[src/rtl/spi_flash_reader.sv]
// Drives the SPI master's Wishbone register port to run SPI-flash READ (0x03)
// bursts and streams the received bytes out through a valid/ready port.
module spi_flash_reader #(
   parameter int         SEL_BIT = 0,
   parameter logic [7:0] CONF    = 8'h00,
   parameter int         LEN_W   = 16
) (
   input  logic             clk_i,
   input  logic             rst_i,
   input  logic             req,
   input  logic [23:0]      addr,
   input  logic [LEN_W-1:0] len,
   output logic             busy,
   output logic             done,
   output logic             rd_valid,
   output logic [7:0]       rd_data,
   input  logic             rd_ready,
   output logic             m_cyc,
   output logic             m_stb,
   output logic             m_we,
   output logic [31:0]      m_adr,
   output logic [3:0]       m_sel,
   output logic [31:0]      m_dat_o,
   input  logic [31:0]      m_dat_i,
   input  logic             m_ack
);

   localparam logic [31:0]      ADR_DATA = 32'h0;
   localparam logic [31:0]      ADR_CTRL = 32'h4;
   localparam logic [7:0]       SEL_ON   = ~(8'h01 << SEL_BIT);
   localparam logic [LEN_W-1:0] LEN_ONE  = LEN_W'(1);
   localparam logic [2:0]       HDR_LEN  = 3'd4;

   typedef enum logic [2:0] {
      S_IDLE, S_SEL, S_TX, S_POLL, S_RX, S_OUT, S_DESEL, S_FIN
   } state_t;

   state_t             state_q, state_d;
   logic [23:0]        addr_q;
   logic [LEN_W-1:0]   remain_q;
   logic [2:0]         hdr_q;
   logic [7:0]         rd_data_q;
   logic [7:0]         tx_byte;

   logic               m_cyc_q, m_we_q;
   logic [31:0]        m_adr_q, m_dat_q;
   logic [3:0]         m_sel_q;

   logic               bus_ack;
   logic               issue, iss_we;
   logic [31:0]        iss_adr, iss_dat;
   logic [3:0]         iss_sel;
   logic               accept, hdr_inc, capture, consume;

   logic               unused_dat;
   assign unused_dat = ^m_dat_i[31:8];

   // An ack only counts while a cycle is actually open.
   assign bus_ack = m_cyc_q & m_ack;

   // Command, three address bytes, then a dummy byte per data byte.
   always_comb begin
      tx_byte = 8'h00;
      case (hdr_q)
         3'd0:    tx_byte = 8'h03;
         3'd1:    tx_byte = addr_q[23:16];
         3'd2:    tx_byte = addr_q[15:8];
         3'd3:    tx_byte = addr_q[7:0];
         default: tx_byte = 8'h00;
      endcase
   end

   always_comb begin
      state_d = state_q;
      issue   = 1'b0;
      iss_we  = 1'b0;
      iss_adr = ADR_DATA;
      iss_sel = 4'b0000;
      iss_dat = 32'h0;
      accept  = 1'b0;
      hdr_inc = 1'b0;
      capture = 1'b0;
      consume = 1'b0;
      case (state_q)
         S_IDLE: begin
            if (req) begin
               if (len == '0) begin
                  state_d = S_FIN;
               end else begin
                  accept  = 1'b1;
                  state_d = S_SEL;
               end
            end
         end
         S_SEL: begin
            issue   = ~m_cyc_q;
            iss_we  = 1'b1;
            iss_adr = ADR_CTRL;
            iss_sel = 4'b1100;
            iss_dat = {SEL_ON, CONF, 16'h0};
            if (bus_ack) state_d = S_TX;
         end
         S_TX: begin
            issue   = ~m_cyc_q;
            iss_we  = 1'b1;
            iss_adr = ADR_DATA;
            iss_sel = 4'b0001;
            iss_dat = {24'h0, tx_byte};
            if (bus_ack) state_d = S_POLL;
         end
         S_POLL: begin
            issue   = ~m_cyc_q;
            iss_adr = ADR_CTRL;
            iss_sel = 4'b0001;
            if (bus_ack && !m_dat_i[1]) state_d = S_RX;
         end
         S_RX: begin
            issue   = ~m_cyc_q;
            iss_adr = ADR_DATA;
            iss_sel = 4'b0001;
            if (bus_ack) begin
               if (hdr_q != HDR_LEN) begin
                  hdr_inc = 1'b1;
                  state_d = S_TX;
               end else begin
                  capture = 1'b1;
                  state_d = S_OUT;
               end
            end
         end
         S_OUT: begin
            if (rd_ready) begin
               consume = 1'b1;
               state_d = (remain_q == LEN_ONE) ? S_DESEL : S_TX;
            end
         end
         S_DESEL: begin
            issue   = ~m_cyc_q;
            iss_we  = 1'b1;
            iss_adr = ADR_CTRL;
            iss_sel = 4'b1000;
            iss_dat = {8'hFF, 24'h0};
            if (bus_ack) state_d = S_FIN;
         end
         S_FIN:   state_d = S_IDLE;
         default: state_d = S_IDLE;
      endcase
   end

   always_ff @(posedge clk_i or posedge rst_i) begin
      if (rst_i) state_q <= S_IDLE;
      else       state_q <= state_d;
   end

   always_ff @(posedge clk_i or posedge rst_i) begin
      if (rst_i) begin
         addr_q    <= '0;
         remain_q  <= '0;
         hdr_q     <= '0;
         rd_data_q <= '0;
      end else begin
         if (accept) begin
            addr_q   <= addr;
            remain_q <= len;
            hdr_q    <= '0;
         end
         if (hdr_inc) hdr_q     <= hdr_q + 3'd1;
         if (capture) rd_data_q <= m_dat_i[7:0];
         if (consume) remain_q  <= remain_q - LEN_ONE;
      end
   end

   // A cycle closes on the edge that samples ack, so re-issuing from a state
   // only when cyc is low guarantees one idle cycle between bus cycles.
   always_ff @(posedge clk_i or posedge rst_i) begin
      if (rst_i) begin
         m_cyc_q <= 1'b0;
         m_we_q  <= 1'b0;
         m_adr_q <= '0;
         m_sel_q <= '0;
         m_dat_q <= '0;
      end else if (issue) begin
         m_cyc_q <= 1'b1;
         m_we_q  <= iss_we;
         m_adr_q <= iss_adr;
         m_sel_q <= iss_sel;
         m_dat_q <= iss_dat;
      end else if (bus_ack) begin
         m_cyc_q <= 1'b0;
         m_we_q  <= 1'b0;
         m_adr_q <= '0;
         m_sel_q <= '0;
         m_dat_q <= '0;
      end
   end

   assign busy     = (state_q != S_IDLE) && (state_q != S_FIN);
   assign done     = (state_q == S_FIN);
   assign rd_valid = (state_q == S_OUT);
   assign rd_data  = rd_data_q;
   assign m_cyc    = m_cyc_q;
   assign m_stb    = m_cyc_q;
   assign m_we     = m_we_q;
   assign m_adr    = m_adr_q;
   assign m_sel    = m_sel_q;
   assign m_dat_o  = m_dat_q;

endmodule
[config.mk]
export PLATFORM = sky130hd
export DESIGN_NAME = spi_flash_reader
export DESIGN_NICKNAME = d
export VERILOG_FILES = /design/src/rtl/spi_flash_reader.sv
export SDC_FILE = /design/constraint.sdc
export NUM_CORES = 1
export LEC_CHECK = 0
export ABC_CLOCK_PERIOD_IN_PS = 5000
export CORE_ASPECT_RATIO = 1.25
export CORE_UTILIZATION = 47
export CTS_CLUSTER_SIZE = 28
export DETAILED_ROUTE_END_ITERATION = 12
export MAX_ROUTING_LAYER = met4
export PLACE_DENSITY = 0.94
export SETUP_SLACK_MARGIN = 0.5
export SYNTH_ARGS = -nofsm -noshare
export SYNTH_HDL_FRONTEND = slang
export SYNTH_SLANG_ARGS = --single-unit
[constraint.sdc]
create_clock -name clk_i -period 5 [get_ports clk_i]
set_input_delay 1.25 -clock clk_i [delete_from_list [all_inputs] [get_ports clk_i]]
set_output_delay 1.25 -clock clk_i [all_outputs]
set_load 0.05 [all_outputs]
==> results.py <==
metrics = {
    "layout": {
        "antenna_cells": 0,
        "finalInstanceArea_sq_um": 4770,
        "multiInputGateArea_sq_um": 1780,
        "final_cell_mix": "97 x nand2_1, 86 x clkdlybuf4s50_1, 69 x dfrtp_1",
        "nets": 588,
        "final_common_cell": "nand2_1",
        "ff_latch_area_sq_um": 1730,
        "fillers": 650,
        "drive_above_1_share": 0.0766,
        "area_growth_pct": 22.6,
    },
    "synth": {
        "ys_types": 54,
        "synth_edf_count": 0,
        "ys.flop_type": "dfrtp_1",
        "yosysWarnings": 0,
        "ys_seq_area_frac": 0.444,
        "ys_seq_elements": 69,
        "synth_area_sq_um": 3890,
        "syn_inst": 430,
        "async_flop_share": 1.00,
        "syn_avg_cell_area_sq_um": 9.05,
    },
    "floorplan": {
        "die-height_microns": 104,
        "rows": 36,
        "start_util": 0.491,
        "chipWidth_microns": 83.4,
        "ios": 159,
        "coreArea_sq_um": 7930,
        "die-area_sq_um": 8650,
    },
    "sta": {
        "slew_viol_final": 0,
        "fin_crit_ns": 3.65,
        "hold_viol_final": 0,
        "fin_setup_tns_ns": 0,
        "clock_skew_ns": 0.0111,
        "rsz0062_at_grt": "no",
        "slew_headroom": 0.423,
        "setup_viol": 0,
        "worstMarginPinSlew_ns": 0.860,
        "fmax_mhz": 274,
        "post-route-period-util": 0.731,
    },
    "clock_tree": {
        "cts_max_level": 3,
        "holdBufCountCts": 0,
        "cts_buffer_depth": 2,
        "cts_tree": "yes",
        "cts_buffers": 9,
        "postCtsSetupRepairBufs": 0,
        "insertion_delay_ns": 0.34,
        "root_buffer": "clkbuf_8",
        "ctsResizeCount": 0,
        "clock_sinks": 69,
        "path_clk_slew_ns": 0.08,
    },
    "detailed_routing": {
        "avgRoutedWirePerCell_microns": 14.3,
        "drc": 0,
        "ant_nets": 0,
        "drt-vias-per-instance": 5.40,
        "totalWireLength_microns": 8660,
        "dr.pass1.iters": 6,
        "first_iter_violations": 320,
        "vias": 3259,
    },
    "placed_design": {
        "gp_congestion": 0.844,
        "hpwl_microns": 6440,
        "placed_area_sq_um": 4570,
        "port_buffers": 86,
    },
    "power": {
        "p_per_area_nw_per_um2": 560,
        "vdd_drop_max_mv": 0.386,
        "p_leak_nw": 2.20,
    },
    "setup_path": {
        "crit_required_ns": 3.75,
        "crit_arrival_ns": 2.40,
        "cp_max_fo": 22,
        "setup.worst_path.end_class": "output port",
        "start_kind": "flip-flop",
        "setup.worst_path.class": "reg -> out",
    },
    "global_routing": {
        "grt_pass1_vias": 3164,
        "grt_overflow": 0,
        "globalRouteTotalUtil": 0.213,
        "antenna_found_initial": 0,
        "grt_pass1_wl_microns": 14700,
        "grt_max_degree": 46,
    },
    "worst_hold_path": {
        "min_path_type": "reg -> reg",
    },
    "status": {
        "run_status": "completed",
    },
    "flow_run": {
        "drv_cap": 0,
    },
}
-- cell usage after synthesis, types with 2 or more instances --
master,count,area share
nor4_1,7,0.011
a21oi_1,12,0.015
buf_2,9,0.012
nor3_1,12,0.015
maj3_1,2,0.0051
nand2_1,97,0.094
and2_1,3,0.0048
dfrtp_1,69,0.44
o311ai_0,2,0.0045
nor2b_1,3,0.0048
and3_1,3,0.0048
nand4_1,5,0.0080
or3_1,2,0.0032
nand2b_1,4,0.0064
a221oi_1,2,0.0045
a211oi_1,6,0.012
clkbuf_1,6,0.0058
a222oi_1,6,0.015
o221a_2,2,0.0058
nor2_1,15,0.014
o21ai_0,17,0.022
nor4_2,2,0.0064
nand3_1,14,0.018
o211ai_1,4,0.0077
a22oi_1,2,0.0039
and4_1,2,0.0045
a22o_1,9,0.020
ha_1,7,0.023
mux2_2,9,0.026
a31oi_1,2,0.0032
inv_1,17,0.016
buf_4,56,0.11
-- critical path: stages, from the launching register on --
cell and delay (ns):
dfrtp_1 0.74, inv_1 0.29, nor2_1 0.21, clkdlybuf4s50_1 0.82
-- path summary, 6_finish.rpt --
kind	end	from	slack, ns	cells after the start
worst max-delay path	done	state_q[1]	1.35	3
worst min-delay path	remain_q[15]	remain_q[15]	0.48	1
worst max register to register	addr_q[16]	state_q[1]	2.54	5
worst min register to register	remain_q[15]	remain_q[15]	0.48	1
max in group asynchronous	remain_q[13]	rst_i	2.79	3
min in group asynchronous	addr_q[14]	rst_i	1.25	2
-- layer usage --
metal,GRT usage,routed length (microns),up-vias,part of all wire
li1,-,-,1541,-
met4,0.116,331,0,0.038
met3,0.0239,377,26,0.044
met2,0.361,4500,130,0.52
met5,-,0,-,0
met1,0.248,3450,1562,0.40
-- cell families after synthesis --
group | Yosys count | share of synthesized area
flip-flops | 69 | 0.444
AO/OA/AOI/OAI | 74 | 0.139
buffers and inverters | 90 | 0.144
adder cells (fa/ha/maj) | 9 | 0.0277
other | 1 | 0.000964
AND/OR/NAND/NOR | 177 | 0.217
XOR/XNOR | 1 | 0.00225
multiplexers | 9 | 0.0260
-- per-stage QoR --
| stage | setup slack, ns | instances | hold WS, ns | total power [mW] | utilization |
|---|---|---|---|---|---|
| 6_report | 1.35 | 604 | 0.478 | 2.67 | 0.602 |
| 5_1_grt | 1.18 | 604 | 0.508 | 2.85 | 0.602 |
| 4_1_cts | 1.38 | 604 | 0.484 | 2.67 | 0.602 |
| 3_5_place_dp | 1.42 | 588 | 0.469 | 2.22 | 0.577 |
| 3_3_place_gp | 1.47 | 588 | 0.456 | 2.16 | 0.577 |
| 2_1_floorplan | 1.96 | 477 | 0.438 | 1.94 | - |
-- where the power goes --
group / leakage (nW) / total, mW / internal (mW) / switching, mW
clock network: 0.0996 / 0.452 / 0.232 / 0.221
registers: 0.880 / 1.00 / 0.764 / 0.238
logic: 1.22 / 1.22 / 0.448 / 0.769
total: 2.20 / 2.67 / 1.44 / 1.23
-- cell type report --
cell class	count	share of cell area
clock inverters	7	0.0155
inverters	17	0.0134
multi-input cells	318	0.373
repair buffers	89	0.185
flip-flops and latches	69	0.362
clock buffers	9	0.0260
well taps	95	0.0249
-- state kept, by name, summed over array words and instances (netlist names) --
| name | cells |
|---|---|
| addr_q | 24 |
| hdr_q | 3 |
| m_adr | 1 |
| m_cyc | 1 |
| m_dat_o | 9 |
| m_sel | 3 |
| m_we | 1 |
| rd_data | 8 |
| remain_q | 16 |
| state_q | 3 |
Note: power is estimated with default switching activity, not from simulation.
